<file path="src/rtl/rv_multicycle_controller.sv">
// ---------------------------------------------------------------------------
// rv_multicycle_controller
//
// Main control FSM of the multicycle RISC-V datapath. Each instruction is
// walked through fetch, decode, execute, memory and writeback states. The
// instruction and data accesses share one memory, and a mem_ready handshake
// stalls the FSM in FETCH, MEM_READ and MEM_WRITE.
//
// Ports:
//   clk        rising-edge clock
//   rst        synchronous, active-high reset (forces every output to 0)
//   op         IR[6:0] of the held instruction
//   funct3     IR[14:12] of the held instruction
//   zero, neg  ALU flags used for the branch decision
//   mem_ready  memory completes the current access this cycle
//   PCWrite, AdrSrc, MemWrite, IRWrite, RegWrite    datapath enables/selects
//   ResultSrc, ALUSrcA, ALUSrcB, ALUOp, ImmSrc      datapath mux selects
//   illegal    sticky flag, set once an unsupported opcode has been decoded
// ---------------------------------------------------------------------------
module rv_multicycle_controller (
   input  logic       clk,
   input  logic       rst,
   input  logic [6:0] op,
   input  logic [2:0] funct3,
   input  logic       zero,
   input  logic       neg,
   input  logic       mem_ready,
   output logic       PCWrite,
   output logic       AdrSrc,
   output logic       MemWrite,
   output logic       IRWrite,
   output logic       RegWrite,
   output logic [1:0] ResultSrc,
   output logic [1:0] ALUSrcA,
   output logic [1:0] ALUSrcB,
   output logic [1:0] ALUOp,
   output logic [2:0] ImmSrc,
   output logic       illegal
);

   localparam logic [6:0] OP_LW   = 7'b0000011;
   localparam logic [6:0] OP_IALU = 7'b0010011;
   localparam logic [6:0] OP_SW   = 7'b0100011;
   localparam logic [6:0] OP_R    = 7'b0110011;
   localparam logic [6:0] OP_LUI  = 7'b0110111;
   localparam logic [6:0] OP_BR   = 7'b1100011;
   localparam logic [6:0] OP_JALR = 7'b1100111;
   localparam logic [6:0] OP_JAL  = 7'b1101111;

   typedef enum logic [3:0] {
      S_FETCH, S_DECODE, S_MEM_ADR, S_MEM_READ, S_MEM_WB, S_MEM_WRITE,
      S_EXEC_R, S_EXEC_I, S_ALU_WB, S_BRANCH, S_JAL, S_JALR_ADR, S_JALR,
      S_LUI, S_ILLEGAL
   } state_t;

   state_t state;
   state_t state_next;
   logic   illegal_q;
   logic   branch_taken;

   // NOTE: every always_comb variable gets a default first, so no path can
   // leave it unassigned and infer a latch.
   always_comb begin
      state_next = state;
      case (state)
         S_FETCH:     if (mem_ready) state_next = S_DECODE;
         S_DECODE: begin
            case (op)
               OP_LW, OP_SW: state_next = S_MEM_ADR;
               OP_R:         state_next = S_EXEC_R;
               OP_IALU:      state_next = S_EXEC_I;
               OP_BR:        state_next = S_BRANCH;
               OP_JAL:       state_next = S_JAL;
               OP_JALR:      state_next = S_JALR_ADR;
               OP_LUI:       state_next = S_LUI;
               default:      state_next = S_ILLEGAL;
            endcase
         end
         S_MEM_ADR:   state_next = (op == OP_LW) ? S_MEM_READ : S_MEM_WRITE;
         S_MEM_READ:  if (mem_ready) state_next = S_MEM_WB;
         S_MEM_WB:    state_next = S_FETCH;
         S_MEM_WRITE: if (mem_ready) state_next = S_FETCH;
         S_EXEC_R:    state_next = S_ALU_WB;
         S_EXEC_I:    state_next = S_ALU_WB;
         S_ALU_WB:    state_next = S_FETCH;
         S_BRANCH:    state_next = S_FETCH;
         S_JAL:       state_next = S_ALU_WB;
         S_JALR_ADR:  state_next = S_JALR;
         S_JALR:      state_next = S_ALU_WB;
         S_LUI:       state_next = S_FETCH;
         S_ILLEGAL:   state_next = S_ILLEGAL;
         default:     state_next = S_FETCH;
      endcase
   end

   // NOTE: sequential state uses non-blocking assignments so every register
   // samples pre-edge values regardless of statement order.
   always_ff @(posedge clk) begin
      if (rst) begin
         state     <= S_FETCH;
         illegal_q <= 1'b0;
      end else begin
         state <= state_next;
         if (state_next == S_ILLEGAL) illegal_q <= 1'b1;
      end
   end

   // Branch compare: beq/bne from zero, blt/bge from the signed sign flag.
   always_comb begin
      case (funct3)
         3'b000:  branch_taken = zero;
         3'b001:  branch_taken = ~zero;
         3'b100:  branch_taken = neg;
         3'b101:  branch_taken = ~neg;
         default: branch_taken = 1'b0;
      endcase
   end

   always_comb begin
      PCWrite   = 1'b0;
      AdrSrc    = 1'b0;
      MemWrite  = 1'b0;
      IRWrite   = 1'b0;
      RegWrite  = 1'b0;
      ResultSrc = 2'b00;
      ALUSrcA   = 2'b00;
      ALUSrcB   = 2'b00;
      ALUOp     = 2'b00;
      ImmSrc    = 3'b000;
      illegal   = 1'b0;
      // Reset silences everything, including the op-driven ImmSrc decode.
      if (!rst) begin
         case (op)
            OP_SW:   ImmSrc = 3'b001;
            OP_BR:   ImmSrc = 3'b010;
            OP_LUI:  ImmSrc = 3'b011;
            OP_JAL:  ImmSrc = 3'b100;
            default: ImmSrc = 3'b000;
         endcase
         illegal = illegal_q;
         case (state)
            S_FETCH: begin
               // PC+4 is computed every cycle but only committed with the IR.
               ALUSrcB   = 2'b10;
               ResultSrc = 2'b10;
               IRWrite   = mem_ready;
               PCWrite   = mem_ready;
            end
            S_DECODE: begin
               // Precompute OldPC+imm into ALUOut for branch/jal targets.
               ALUSrcA = 2'b01;
               ALUSrcB = 2'b01;
            end
            S_MEM_ADR, S_JALR_ADR: begin
               ALUSrcA = 2'b10;
               ALUSrcB = 2'b01;
            end
            S_MEM_READ: AdrSrc = 1'b1;
            S_MEM_WB: begin
               ResultSrc = 2'b01;
               RegWrite  = 1'b1;
            end
            S_MEM_WRITE: begin
               AdrSrc   = 1'b1;
               MemWrite = 1'b1;
            end
            S_EXEC_R: begin
               ALUSrcA = 2'b10;
               ALUOp   = 2'b10;
            end
            S_EXEC_I: begin
               ALUSrcA = 2'b10;
               ALUSrcB = 2'b01;
               ALUOp   = 2'b10;
            end
            S_ALU_WB: RegWrite = 1'b1;
            S_BRANCH: begin
               ALUSrcA = 2'b10;
               ALUOp   = 2'b01;
               PCWrite = branch_taken;
            end
            S_JAL, S_JALR: begin
               // Jump to ALUOut while the ALU forms OldPC+4 for the link.
               ALUSrcA = 2'b01;
               ALUSrcB = 2'b10;
               PCWrite = 1'b1;
            end
            S_LUI: begin
               ResultSrc = 2'b11;
               RegWrite  = 1'b1;
            end
            default: ;
         endcase
      end
   end

endmodule

</file>
<file path="config.mk">
export PLATFORM = sky130hd
export DESIGN_NAME = rv_multicycle_controller
export DESIGN_NICKNAME = d
export VERILOG_FILES = /design/src/rtl/rv_multicycle_controller.sv
export SDC_FILE = /design/constraint.sdc
export NUM_CORES = 1
export LEC_CHECK = 0
export BUFFER_PORTS_ARGS = -buffer_cell sky130_fd_sc_hd__buf_2
export CAP_MARGIN = 10
export CORE_UTILIZATION = 30
export DETAILED_ROUTE_END_ITERATION = 8
export HOLD_SLACK_MARGIN = 0.15
export PLACE_DENSITY_LB_ADDON = 0.25
export SYNTH_ARGS = -nofsm -noshare
export SYNTH_HDL_FRONTEND = slang
export SYNTH_SLANG_ARGS = --single-unit
</file>
<file path="constraint.sdc">
create_clock -name clk -period 6.2 [get_ports clk]
set_clock_uncertainty 0.2 [all_clocks]
set_input_delay 1.86 -clock clk [delete_from_list [all_inputs] [get_ports clk]]
set_output_delay 1.86 -clock clk [all_outputs]
set_load 0.02 [all_outputs]
</file>
==> summary.log, run 1 <==
[drt] number of remaining DRC errors 0
[power] Psw 0.000108 W
[drt] number of iterations in the first detailed-routing pass 4
[drt] Final Routed Wirelength 2050 um
[sta] post-route worst setup slack 1.19 ns
[synthesis] area share of xor/xnor cells in the synthesized design 5.79%
[cells_and_area] area overhead of the layout relative to synthesis 24.7%
[grt] total global routing track utilization 16.6%
[synthesis] Synth async-reset ratio 0%
[synthesis] Warnings, synthesis 0
[clock_tree] clock latency on the worst-skew pair 0.24 ns
[floorplan] Die Ht 52.2 um
[synthesis] synthesized netlist net count 128
[power] clock share of power 16.8%
[grt] vias in the first global route 773
[synthesis] count of flip-flops with a built-in enable after synthesis 0
[power] peak supply drop 0.120 mV
[synthesis] area fraction of the dominant cell type after synthesis 13.2%
[drt] Antenna Violating Nets Remaining 0
[sta] Max Clk Rate 200 MHz
[drt] routed wirelength normalized by instance count 12.2 um
[placement] number of placed cells counting well taps 164
[grt] total overflow reported by the global router 0
[synthesis] count of unique library cells instantiated by Yosys 37
[drt] post-detailed-route via-to-cell ratio 5.40
[power] sequential share of power 27.7%
[synthesis] summed instance area of the synthesized netlist 756 um^2
[floorplan] horizontal die dimension 52.2 um
[worst_setup_path] timing startpoint of the critical path op[2]
[sta] worst-margin pin slew 0.647 ns
[sta] Hold WS 0.396 ns
[synthesis] share of synthesized cell area in full adder, half adder and majority cells 0%
[power] power share of the combinational group 55.5%
[sta] Fin. Hold Viols 0
[cells_and_area] fraction of layout instances using a drive strength above 1 27.1%
[grt] pin count of the biggest net entering global routing 21
[drt] number of DRC violations after detailed-routing iteration 0 27
[power] switching part of the total 48.2%
[power] P per Cell Area 238 mW/mm^2
[worst_setup_path] worst-path fanout max 7
[sta] setup TNS 0 ns
[sta] RSZ-0062 raised after global routing false
[sta] final count of negative-setup-slack endpoints 0
[worst_setup_path] launching point of the worst reg2reg path state[3]
[synthesis] multiplexer fraction of the synthesized cell area 1.32%
[floorplan] core area 0.00230 mm^2
[clock_tree] clock tree from TritonCTS built
[sta] fin crit share 80.8%
[placement] half-perimeter wire length after detailed placement 1540 um
[sta] worst-case headroom to the max-slew limit 56.8%
[min_path] type of the tightest min-delay check flop to flop
[clock_tree] CTS root buffer sky130_fd_sc_hd__clkbuf_4
[clock_tree] count of hold buffers inserted by post-cts repair 0
[grt] antenna violations before repair 0
[synthesis] Gate Count Post-Synth 113
[synthesis] register bit count reported by yosys 5
[job] number of max-cap violations 0
[status] outcome finished, final reports clean
[floorplan] full die area 0.00272 mm^2
[clock_tree] clock transition at the register clock pins on the worst setup and hold paths after CTS 0.05 ns
[synthesis] sequential area share after synthesis 13.2%
[drt] via count 908
[min_path] Worst Hold Launch illegal_q
[floorplan] floorplan row count 17
[worst_setup_path] Required @ worst endpoint 4.14 ns
[sta] minimum clock period after layout 5.01 ns
[worst_setup_path] CP endpoint kind output port
[synthesis] dominant combinational cell family by area after synthesis simple AND/OR/NAND/NOR gates
[synthesis] Synth area leader sky130_fd_sc_hd__dfxtp_1
[sta] max-slew violation count 0
[placement] placer's final routability congestion estimate 0.819
[power] static leakage power 0.427 nW
[placement] PortBufs 31
[synthesis] complex-gate fraction of the synthesized area 32.0%
[placement] worst setup slack before clock tree synthesis 1.20 ns
[cells_and_area] final instance count without filler cells 168
[power] internal power summed over all cells 0.000116 W
[floorplan] starting density of the core 32.9%
[worst_setup_path] Startpoint Class primary input
[cells_and_area] Nets 156
[clock_tree] htree depth 1
[cells_and_area] number of fill cells in the layout 259
[worst_setup_path] Data arrival, critical path 2.95 ns
[floorplan] number of placed I/O pins 32
[synthesis] top cells by area in the synthesized netlist sky130_fd_sc_hd__dfxtp_1 (13%), sky130_fd_sc_hd__a21oi_1 (7.3%), sky130_fd_sc_hd__o21ai_0 (6.6%), sky130_fd_sc_hd__nor2b_1 (5.8%), sky130_fd_sc_hd__nand2_1 (5.0%)
[cells_and_area] Inserted Diodes 0
[clock_tree] Max Root-Sink Buffers 2
[synthesis] fraction of the mapped netlist area in simple logic gates 41.2%
[clock_tree] Clock Sink Count 5
[clock_tree] number of setup buffers added after CTS 0
[clock_tree] number of clock buffers inserted by TritonCTS 3
[synthesis] most used flip-flop cell after synthesis sky130_fd_sc_hd__dfxtp_1
[worst_setup_path] Crit Path Category primary input to output port
[synthesis] synthesized area per cell 6.69 um^2
[grt] global-route wire length before repair 3480 um
[clock_tree] CTS resizes 0
kinds of logic (layout without fill, tap and decap cells):
group,count (synthesis),count (layout)
AND/OR/NAND/NOR,53,53
buffers and inverters,13,40
AO/OA/AOI/OAI,36,36
flip-flops,5,5
XOR/XNOR,5,5
multiplexers,1,1
synthesized netlist by cell type, types with 3 or more instances:
library cell / count
sky130_fd_sc_hd__inv_1: 5
sky130_fd_sc_hd__nand2_1: 10
sky130_fd_sc_hd__nor3_1: 5
sky130_fd_sc_hd__dfxtp_1: 5
sky130_fd_sc_hd__nor2b_1: 7
sky130_fd_sc_hd__clkbuf_1: 7
sky130_fd_sc_hd__nor2_1: 10
sky130_fd_sc_hd__nor3b_1: 3
sky130_fd_sc_hd__xor2_1: 4
sky130_fd_sc_hd__o21ai_0: 10
sky130_fd_sc_hd__a31oi_1: 3
sky130_fd_sc_hd__a21oi_1: 11
sky130_fd_sc_hd__and3_1: 3
placed cells by master (no fill, tap or decap), drive strengths merged, types with 3 or more instances in the layout:
cell	count
clkbuf	4
a31oi	3
buf	31
nor2	10
xor2	4
o21ai	10
nor3b	3
nor3	5
a21oi	11
dfxtp	5
nand2	10
and3	3
inv	5
nor2b	8
flip-flops by register name, summed over array words and instances (netlist names):
name,cells
illegal_q,1
state,4
through the flow:
step	total power, W	util [%]	instance area (um^2)
4_1_cts	0.000225	41.0	942
3_5_place_dp	0.000186	39.9	916
6_report	0.000224	41.0	942
3_3_place_gp	0.000184	39.9	916
5_1_grt	0.000247	41.0	942
2_1_floorplan	0.000153	-	756
layout make-up:
class | instances | area, um^2 | share of cell area (%)
inverters | 5 | 18.8 | 1.99
multi-input cells | 95 | 607 | 64.4
clock buffers | 4 | 26.3 | 2.79
repair buffers | 31 | 155 | 16.5
well taps | 28 | 35.0 | 3.72
flip-flops and latches | 5 | 100 | 10.6
worst max-delay path, stage by stage:
cell and delay (ns):
sky130_fd_sc_hd__buf_2 0.14, sky130_fd_sc_hd__or3b_2 0.51, sky130_fd_sc_hd__a211oi_1 0.24, sky130_fd_sc_hd__buf_2 0.20
power by group through the flow:
| stage | logic [W] | registers, W | clock network (W) |
|---|---|---|---|
| after floorplan | 0.000111 | 0.0000414 | 0 |
| after global placement | 0.000122 | 0.0000624 | 0 |
| after detailed placement | 0.000124 | 0.0000623 | 0 |
| after CTS | 0.000124 | 0.0000617 | 0.0000391 |
| after global routing | 0.000140 | 0.0000659 | 0.0000409 |
| final | 0.000124 | 0.0000621 | 0.0000377 |
final timing paths:
check / slack, ns / to / cells past startpoint
min reg2reg: 0.40 / illegal_q / 2
max reg2reg: 4.15 / illegal_q / 5
min: 0.40 / illegal_q / 2
max: 1.19 / ImmSrc[1] / 4
routing by layer:
layer / vias up / track usage, % / wire length [um]
met1: 416 / 21.9 / 953
met3: 0 / 0.870 / 93
met2: 24 / 28.6 / 1000
met5: - / 0 / 0
met4: 0 / 5.26 / 0
li1: 468 / - / -
Note: power is estimated with default switching activity, not from simulation.
==> inputs of run 2 (changes only) <==
- clock period: 6.2 -> 5.2 ns (I/O delays scaled with it)
==> run 2 against run 1 <==
Net effect:
- critical endpoint unchanged
- combinational power rose by 19%
- largest cell class unchanged
- global-route usage fell by 0.66 points
- highest routed layer unchanged
- worst setup slack got worse by 0.38 ns
- die area did not move
==> summary.log, run 2 (same netlist as run 1, synthesis figures left out) <==
[clock_tree] Clock Sink Count 5 [unchanged]
[cells_and_area] Nets 156 [unchanged]
[cells_and_area] leading cell types in the layout, fill and taps excluded sky130_fd_sc_hd__buf_2 (31), sky130_fd_sc_hd__a21oi_1 (11), sky130_fd_sc_hd__o21ai_0 (10), sky130_fd_sc_hd__nand2_1 (10), sky130_fd_sc_hd__nor2_1 (10)
[drt] post-detailed-route via-to-cell ratio 5.33 [-1.4%]
[sta] worst-margin pin slew 0.661 ns [+0.0132 ns]
[clock_tree] number of clock buffers inserted by TritonCTS 3 [unchanged]
[floorplan] core area 0.00230 mm^2 [unchanged]
[min_path] Worst Hold Launch illegal_q
[sta] Fin. Hold Viols 0 [unchanged]
[sta] worst-case headroom to the max-slew limit 55.9% [-0.88 points]
[floorplan] number of placed I/O pins 32 [unchanged]
[cells_and_area] registers with the highest flip-flop counts state x4, illegal_q x1
[sta] final count of negative-setup-slack endpoints 0 [unchanged]
[placement] number of placed cells counting well taps 164 [unchanged]
[clock_tree] count of hold buffers inserted by post-cts repair 0 [unchanged]
[drt] number of remaining DRC errors 0 [unchanged]
[min_path] Hold Path Sink illegal_q
[drt] Final Routed Wirelength 2050 um [unchanged]
[sta] RSZ-0062 raised after global routing false
[clock_tree] CTS root buffer sky130_fd_sc_hd__clkbuf_4
[clock_tree] Max Root-Sink Buffers 2 [unchanged]
[floorplan] starting density of the core 32.9% [unchanged]
[sta] Max Clk Rate 227 MHz
[drt] number of DRC violations after detailed-routing iteration 0 20 [-26%]
[cells_and_area] largest register by flop count state
[drt] routed wirelength normalized by instance count 12.2 um [unchanged]
[worst_setup_path] Startpoint Class primary input
[placement] PortBufs 31 [unchanged]
[status] outcome finished, final reports clean
[sta] Hold WS 0.415 ns [+0.0187 ns]
[power] Overall Power 0.000267 W [+19%]
[drt] number of iterations in the first detailed-routing pass 5 [+1]
[cells_and_area] final instance count without filler cells 168 [unchanged]
[floorplan] full die area 0.00272 mm^2 [unchanged]
[clock_tree] clock transition at the register clock pins on the worst setup and hold paths after CTS 0.04 ns [about the same]
[cells_and_area] most common library cell in the layout ignoring fill and taps sky130_fd_sc_hd__buf_2
[worst_setup_path] reg2reg end illegal_q
[power] peak supply drop 0.142 mV [+18%]
[worst_setup_path] count of cells along the worst register-to-register path 5 [unchanged]
[drt] via count 895 [-1.4%]
[cells_and_area] max FFs per register 4 [unchanged]
[grt] total global routing track utilization 15.9% [-0.66 points]
[job] number of max-cap violations 0 [unchanged]
[floorplan] floorplan row count 17 [unchanged]
[floorplan] Die Ht 52.2 um [unchanged]
[cells_and_area] Inserted Diodes 0 [unchanged]
[worst_setup_path] Required @ worst endpoint 3.44 ns [-0.70 ns]
[grt] pin count of the biggest net entering global routing 21 [unchanged]
[worst_setup_path] worst-path fanout max 7 [unchanged]
[worst_setup_path] launching point of the worst reg2reg path state[3]
[worst_setup_path] Data arrival, critical path 2.64 ns [-0.31 ns]
[clock_tree] number of setup buffers added after CTS 0 [unchanged]
[worst_setup_path] CP endpoint kind output port
[floorplan] horizontal die dimension 52.2 um [unchanged]
[grt] vias in the first global route 777 [+0.52%]
[clock_tree] CTS resizes 0 [unchanged]
[grt] total overflow reported by the global router 0 [unchanged]
[cells_and_area] cell area after layout 942 um^2 [unchanged]
[worst_setup_path] slack of the worst reg-to-reg path 3.13 ns [-1.02 ns]
[placement] half-perimeter wire length after detailed placement 1550 um [+0.67%]
[grt] antenna violations before repair 0 [unchanged]
[sta] setup TNS 0 ns [unchanged]
[placement] placer's final routability congestion estimate 0.819 [unchanged]
[drt] Antenna Violating Nets Remaining 0 [unchanged]
[clock_tree] htree depth 1 [unchanged]
[power] static leakage power 0.427 nW [unchanged]
[clock_tree] clock latency on the worst-skew pair 0.24 ns [about the same]
[min_path] type of the tightest min-delay check flop to flop
[clock_tree] clock tree from TritonCTS built
[min_path] hold-critical path depth 2 [unchanged]
[sta] max-slew violation count 0 [unchanged]
[cells_and_area] fraction of layout instances using a drive strength above 1 27.1% [unchanged]
[worst_setup_path] Crit Path Category primary input to output port
[power] P per Cell Area 283 mW/mm^2 [+19%]
[cells_and_area] area overhead of the layout relative to synthesis 24.7% [unchanged]
[sta] fin crit share 84.5%
[placement] Cell Area, Placed 916 um^2 [unchanged]
[sta] minimum clock period after layout 4.40 ns
[grt] global-route wire length before repair 3340 um [-4.2%]
[run 2: cell counts in the layout (fill, tap and decap cells not counted)]
No cell type changed its count.
[run 2: power breakdown]
part,switching [W],internal [W],total (W)
Combinational,0.0000837,0.0000640,0.000148
Clock,0.0000154,0.0000290,0.0000444
Sequential,0.0000295,0.0000453,0.0000748
[run 2: layout make-up]
cell class | instances | area, um^2
clock buffer | 4 | 26.3
fill | 260 | 1360
inverter | 5 | 18.8
multi-input combinational | 95 | 607
sequential | 5 | 100
tap | 28 | 35.0
timing repair buffer | 31 | 155
[run 2: layer usage]
metal	vias to the layer above	GRT usage (%)	part of all wire [%]
met1	411	20.5	48
met2	16	27.6	49
met4	0	6.14	0
met5	-	0	0
met3	0	0.870	2.5
li1	468	-	-
[run 2: worst max-delay path by stage]
stage,from,end,slack (ns),cells after the start
after floorplan,rst,ResultSrc[0],0.76,1
after global placement,op[2],ImmSrc[1],0.86,4
after detailed placement,op[2],ImmSrc[1],0.80,4
after CTS,op[2],ImmSrc[1],0.80,4
after global routing,op[2],ImmSrc[1],0.78,4
final,op[2],ImmSrc[1],0.80,4
[run 2: stage by stage]
step / setup WS [ns] / utilization (%)
after detailed placement: 0.803 / 39.9
after CTS: 0.804 / 41.0
after global routing: 0.779 / 41.0
after global placement: 0.858 / 39.9
after floorplan: 0.760 / -
final: 0.804 / 41.0
[run 2: worst max-delay path: stages]
cell                       delay [ns]
sky130_fd_sc_hd__buf_2           0.14
sky130_fd_sc_hd__or3b_2          0.50
sky130_fd_sc_hd__a211oi_1        0.24
sky130_fd_sc_hd__buf_2           0.20
==> inputs of run 3 (changes only) <==
- ABC_AREA: default -> 1
- clock period: 5.2 -> 4.2 ns (I/O delays scaled with it)
==> run 3 against run 2 <==
Net effect:
- sequential share of layout area is 0.25 points higher
- global-route usage decreased by 0.56 points
- cell count grew 25%
- die area fell by 5.4%
- worst setup slack lost 0.25 ns
- combinational power decreased by 9%
- total power shrank 7.1%
- non-clock buffer count unchanged
- sequential power is 19% lower
- critical endpoint is now PCWrite
- largest cell class unchanged
- highest routed layer is now met4
==> summary.log, run 3 <==
[worst_setup_path] CP endpoint kind output port
[cells_and_area] max FFs per register 4 [unchanged]
[cells_and_area] Inserted Diodes 0 [unchanged]
[power] Overall Power 0.000248 W [-7.1%]
[grt] total global routing track utilization 15.4% [-0.56 points]
[synthesis] synthesized area per cell 4.79 um^2 [-28%]
[synthesis] Synth async-reset ratio 0% [unchanged]
[power] sequential share of power 24.3% [-3.7 points]
[floorplan] floorplan row count 17 [unchanged]
[worst_setup_path] Slowest-stage cell, CP sky130_fd_sc_hd__o21ai_0
[clock_tree] clock tree from TritonCTS built
[power] static leakage power 0.597 nW [+40%]
[sta] fin crit share 86.8%
[grt] vias in the first global route 820 [+5.5%]
[drt] routed wirelength normalized by instance count 8.82 um [-28%]
[sta] worst-case headroom to the max-slew limit 77.2% [+21 points]
[power] clock share of power 21.8% [+5.2 points]
[status] outcome finished, final reports clean
[sta] Fin. Hold Viols 0 [unchanged]
[synthesis] top cells by area in the synthesized netlist sky130_fd_sc_hd__nand2_1 (23%), sky130_fd_sc_hd__nor2_1 (17%), sky130_fd_sc_hd__inv_1 (14%), sky130_fd_sc_hd__dfxtp_1 (14%), sky130_fd_sc_hd__a21oi_1 (7.0%)
[power] P per Cell Area 269 mW/mm^2 [-4.9%]
[sta] setup TNS 0 ns [unchanged]
[synthesis] most frequent cell after synthesis sky130_fd_sc_hd__nand2_1
[sta] worst-margin pin slew 0.339 ns [-0.321 ns]
[cells_and_area] registers with the highest flip-flop counts state x4, illegal_q x1
[clock_tree] clock transition at the register clock pins on the worst setup and hold paths after CTS 0.04 ns [about the same]
[cells_and_area] Nets 198 [+27%]
[clock_tree] number of clock buffers inserted by TritonCTS 3 [unchanged]
[sta] max-slew violation count 0 [unchanged]
[floorplan] core area 0.00223 mm^2 [-2.8%]
[synthesis] Synth area leader sky130_fd_sc_hd__nand2_1
[drt] Final Routed Wirelength 1850 um [-9.6%]
[floorplan] Die Ht 50.8 um [-2.7%]
[sta] Max Clk Rate 274 MHz
[grt] pin count of the biggest net entering global routing 18 [-14%]
[clock_tree] CTS root buffer sky130_fd_sc_hd__clkbuf_4
[floorplan] number of placed I/O pins 32 [unchanged]
[placement] PortBufs 31 [unchanged]
[cells_and_area] most common library cell in the layout ignoring fill and taps sky130_fd_sc_hd__nand2_1
[clock_tree] number of setup buffers added after CTS 0 [unchanged]
[worst_setup_path] Crit Path Category primary input to output port
[job] number of max-cap violations 0 [unchanged]
[clock_tree] htree depth 1 [unchanged]
[grt] global-route wire length before repair 3150 um [-5.6%]
[drt] number of remaining DRC errors 0 [unchanged]
[synthesis] register bit count reported by yosys 5 [unchanged]
[worst_setup_path] Data arrival, critical path 2.18 ns [-0.46 ns]
[cells_and_area] largest register by flop count state
[clock_tree] Max Root-Sink Buffers 2 [unchanged]
[clock_tree] CTS resizes 0 [unchanged]
[worst_setup_path] worst-path fanout max 2 [-5]
[cells_and_area] cell area after layout 921 um^2 [-2.3%]
[cells_and_area] final core occ 41.2% [+0.22 points]
[floorplan] full die area 0.00258 mm^2 [-5.4%]
[synthesis] count of flip-flops with a built-in enable after synthesis 0 [unchanged]
[grt] antenna violations before repair 0 [unchanged]
[sta] final count of negative-setup-slack endpoints 0 [unchanged]
[synthesis] area fraction of the dominant cell type after synthesis 22.6% [+9.4 points]
[floorplan] horizontal die dimension 50.8 um [-2.7%]
[grt] total overflow reported by the global router 0 [unchanged]
[sta] minimum clock period after layout 3.64 ns
[cells_and_area] fraction of layout instances using a drive strength above 1 23.1% [-4.1 points]
[sta] Hold WS 0.267 ns [-0.148 ns]
[synthesis] Warnings, synthesis 0 [unchanged]
[clock_tree] count of hold buffers inserted by post-cts repair 0 [unchanged]
[placement] placer's final routability congestion estimate 0.880 [+7.4%]
[power] Psw 0.000116 W [-10%]
[drt] via count 988 [+10%]
[worst_setup_path] Required @ worst endpoint 2.74 ns [-0.70 ns]
[clock_tree] clock latency on the worst-skew pair 0.24 ns [about the same]
[drt] post-detailed-route via-to-cell ratio 4.70 [-12%]
[drt] number of DRC violations after detailed-routing iteration 0 33 [+65%]
[clock_tree] Clock Sink Count 5 [unchanged]
[placement] Cell Area, Placed 895 um^2 [-2.3%]
[power] switching part of the total 46.6% [-1.6 points]
[synthesis] synthesized netlist net count 164 [+28%]
[floorplan] starting density of the core 31.9% [-0.96 points]
[synthesis] Gate Count Post-Synth 149 [+32%]
[synthesis] count of unique library cells instantiated by Yosys 18 [-51%]
[power] power share of the combinational group 53.8% [-1.5 points]
[worst_setup_path] largest incremental delay on the critical path 0.24 ns [-0.26 ns]
[cells_and_area] area overhead of the layout relative to synthesis 29.1%
[drt] Antenna Violating Nets Remaining 0 [unchanged]
[min_path] type of the tightest min-delay check flop to flop
[worst_setup_path] cell-by-cell trace of the critical path buf_2 > o21ai_0 > nor2_1 > nor3_1 > a21oi_1 > a21oi_1 > buf_2
[power] peak supply drop 0.117 mV [-18%]
[cells_and_area] leading cell types in the layout, fill and taps excluded sky130_fd_sc_hd__nand2_1 (43), sky130_fd_sc_hd__nor2_1 (32), sky130_fd_sc_hd__buf_2 (31), sky130_fd_sc_hd__inv_1 (27)
[sta] RSZ-0062 raised after global routing false
[drt] number of iterations in the first detailed-routing pass 4 [-1]
[power] internal power summed over all cells 0.000132 W [-4.2%]
[synthesis] list of most frequent post-synthesis cells sky130_fd_sc_hd__nand2_1 (43), sky130_fd_sc_hd__nor2_1 (32), sky130_fd_sc_hd__inv_1 (27)
[worst_setup_path] Startpoint Class primary input
[synthesis] most used flip-flop cell after synthesis sky130_fd_sc_hd__dfxtp_1
[placement] half-perimeter wire length after detailed placement 1560 um [+1.1%]
[synthesis] sequential area share after synthesis 14.0% [+0.79 points]
[synthesis] summed instance area of the synthesized netlist 713 um^2 [-5.6%]
[run 3: critical path, delay by kind of cell]
kind / cells / cell delay, ns
buffers and inverters: 2 / 0.27
AO/OA/AOI/OAI: 3 / 0.45
AND/OR/NAND/NOR: 2 / 0.21
[run 3: metal layers]
| metal | GRT usage (%) | vias to the layer above | wire (um) |
|---|---|---|---|
| met5 | 0 | - | 0 |
| met4 | 2.78 | 0 | 11 |
| met3 | 2.12 | 2 | 118 |
| met2 | 28.4 | 37 | 851 |
| met1 | 18.6 | 426 | 872 |
| li1 | - | 523 | - |
[run 3: cells by family after synthesis]
family / synth area share (%)
buffers and inverters: 16.0
AO/OA/AOI/OAI: 13.7
AND/OR/NAND/NOR: 56.3
flip-flops: 14.0
[run 3: power by group through the flow]
stage | registers [W] | clock network (W) | logic, W
global route | 0.0000618 | 0.0000607 | 0.000151
global placement | 0.0000610 | 0 | 0.000132
detailed placement | 0.0000611 | 0 | 0.000133
finish | 0.0000604 | 0.0000541 | 0.000134
CTS | 0.0000603 | 0.0000552 | 0.000134
floorplan | 0.0000601 | 0 | 0.0000974
[run 3: metrics by stage]
stage	cells	setup slack, ns
6_report	210	0.556
5_1_grt	210	0.377
4_1_cts	210	0.570
3_5_place_dp	206	0.576
3_3_place_gp	206	0.641
2_1_floorplan	149	0.681
[run 3: path summary, 6_finish.rpt]
kind | from | endpoint | slack, ns | cells after the start
setup reg to reg | state[2] | illegal_q | 2.56 | 10
setup / recovery | funct3[2] | PCWrite | 0.56 | 7
hold / removal | illegal_q | illegal_q | 0.27 | 2
hold reg to reg | illegal_q | illegal_q | 0.27 | 2
[run 3: layout make-up]
type / instances / area [um^2]
clock buffers: 4 / 26.3
well taps: 28 / 35.0
multi-input cells: 114 / 499
flip-flops and latches: 5 / 100
repair buffers: 31 / 155
inverters: 28 / 105
fillers: 254 / 1310
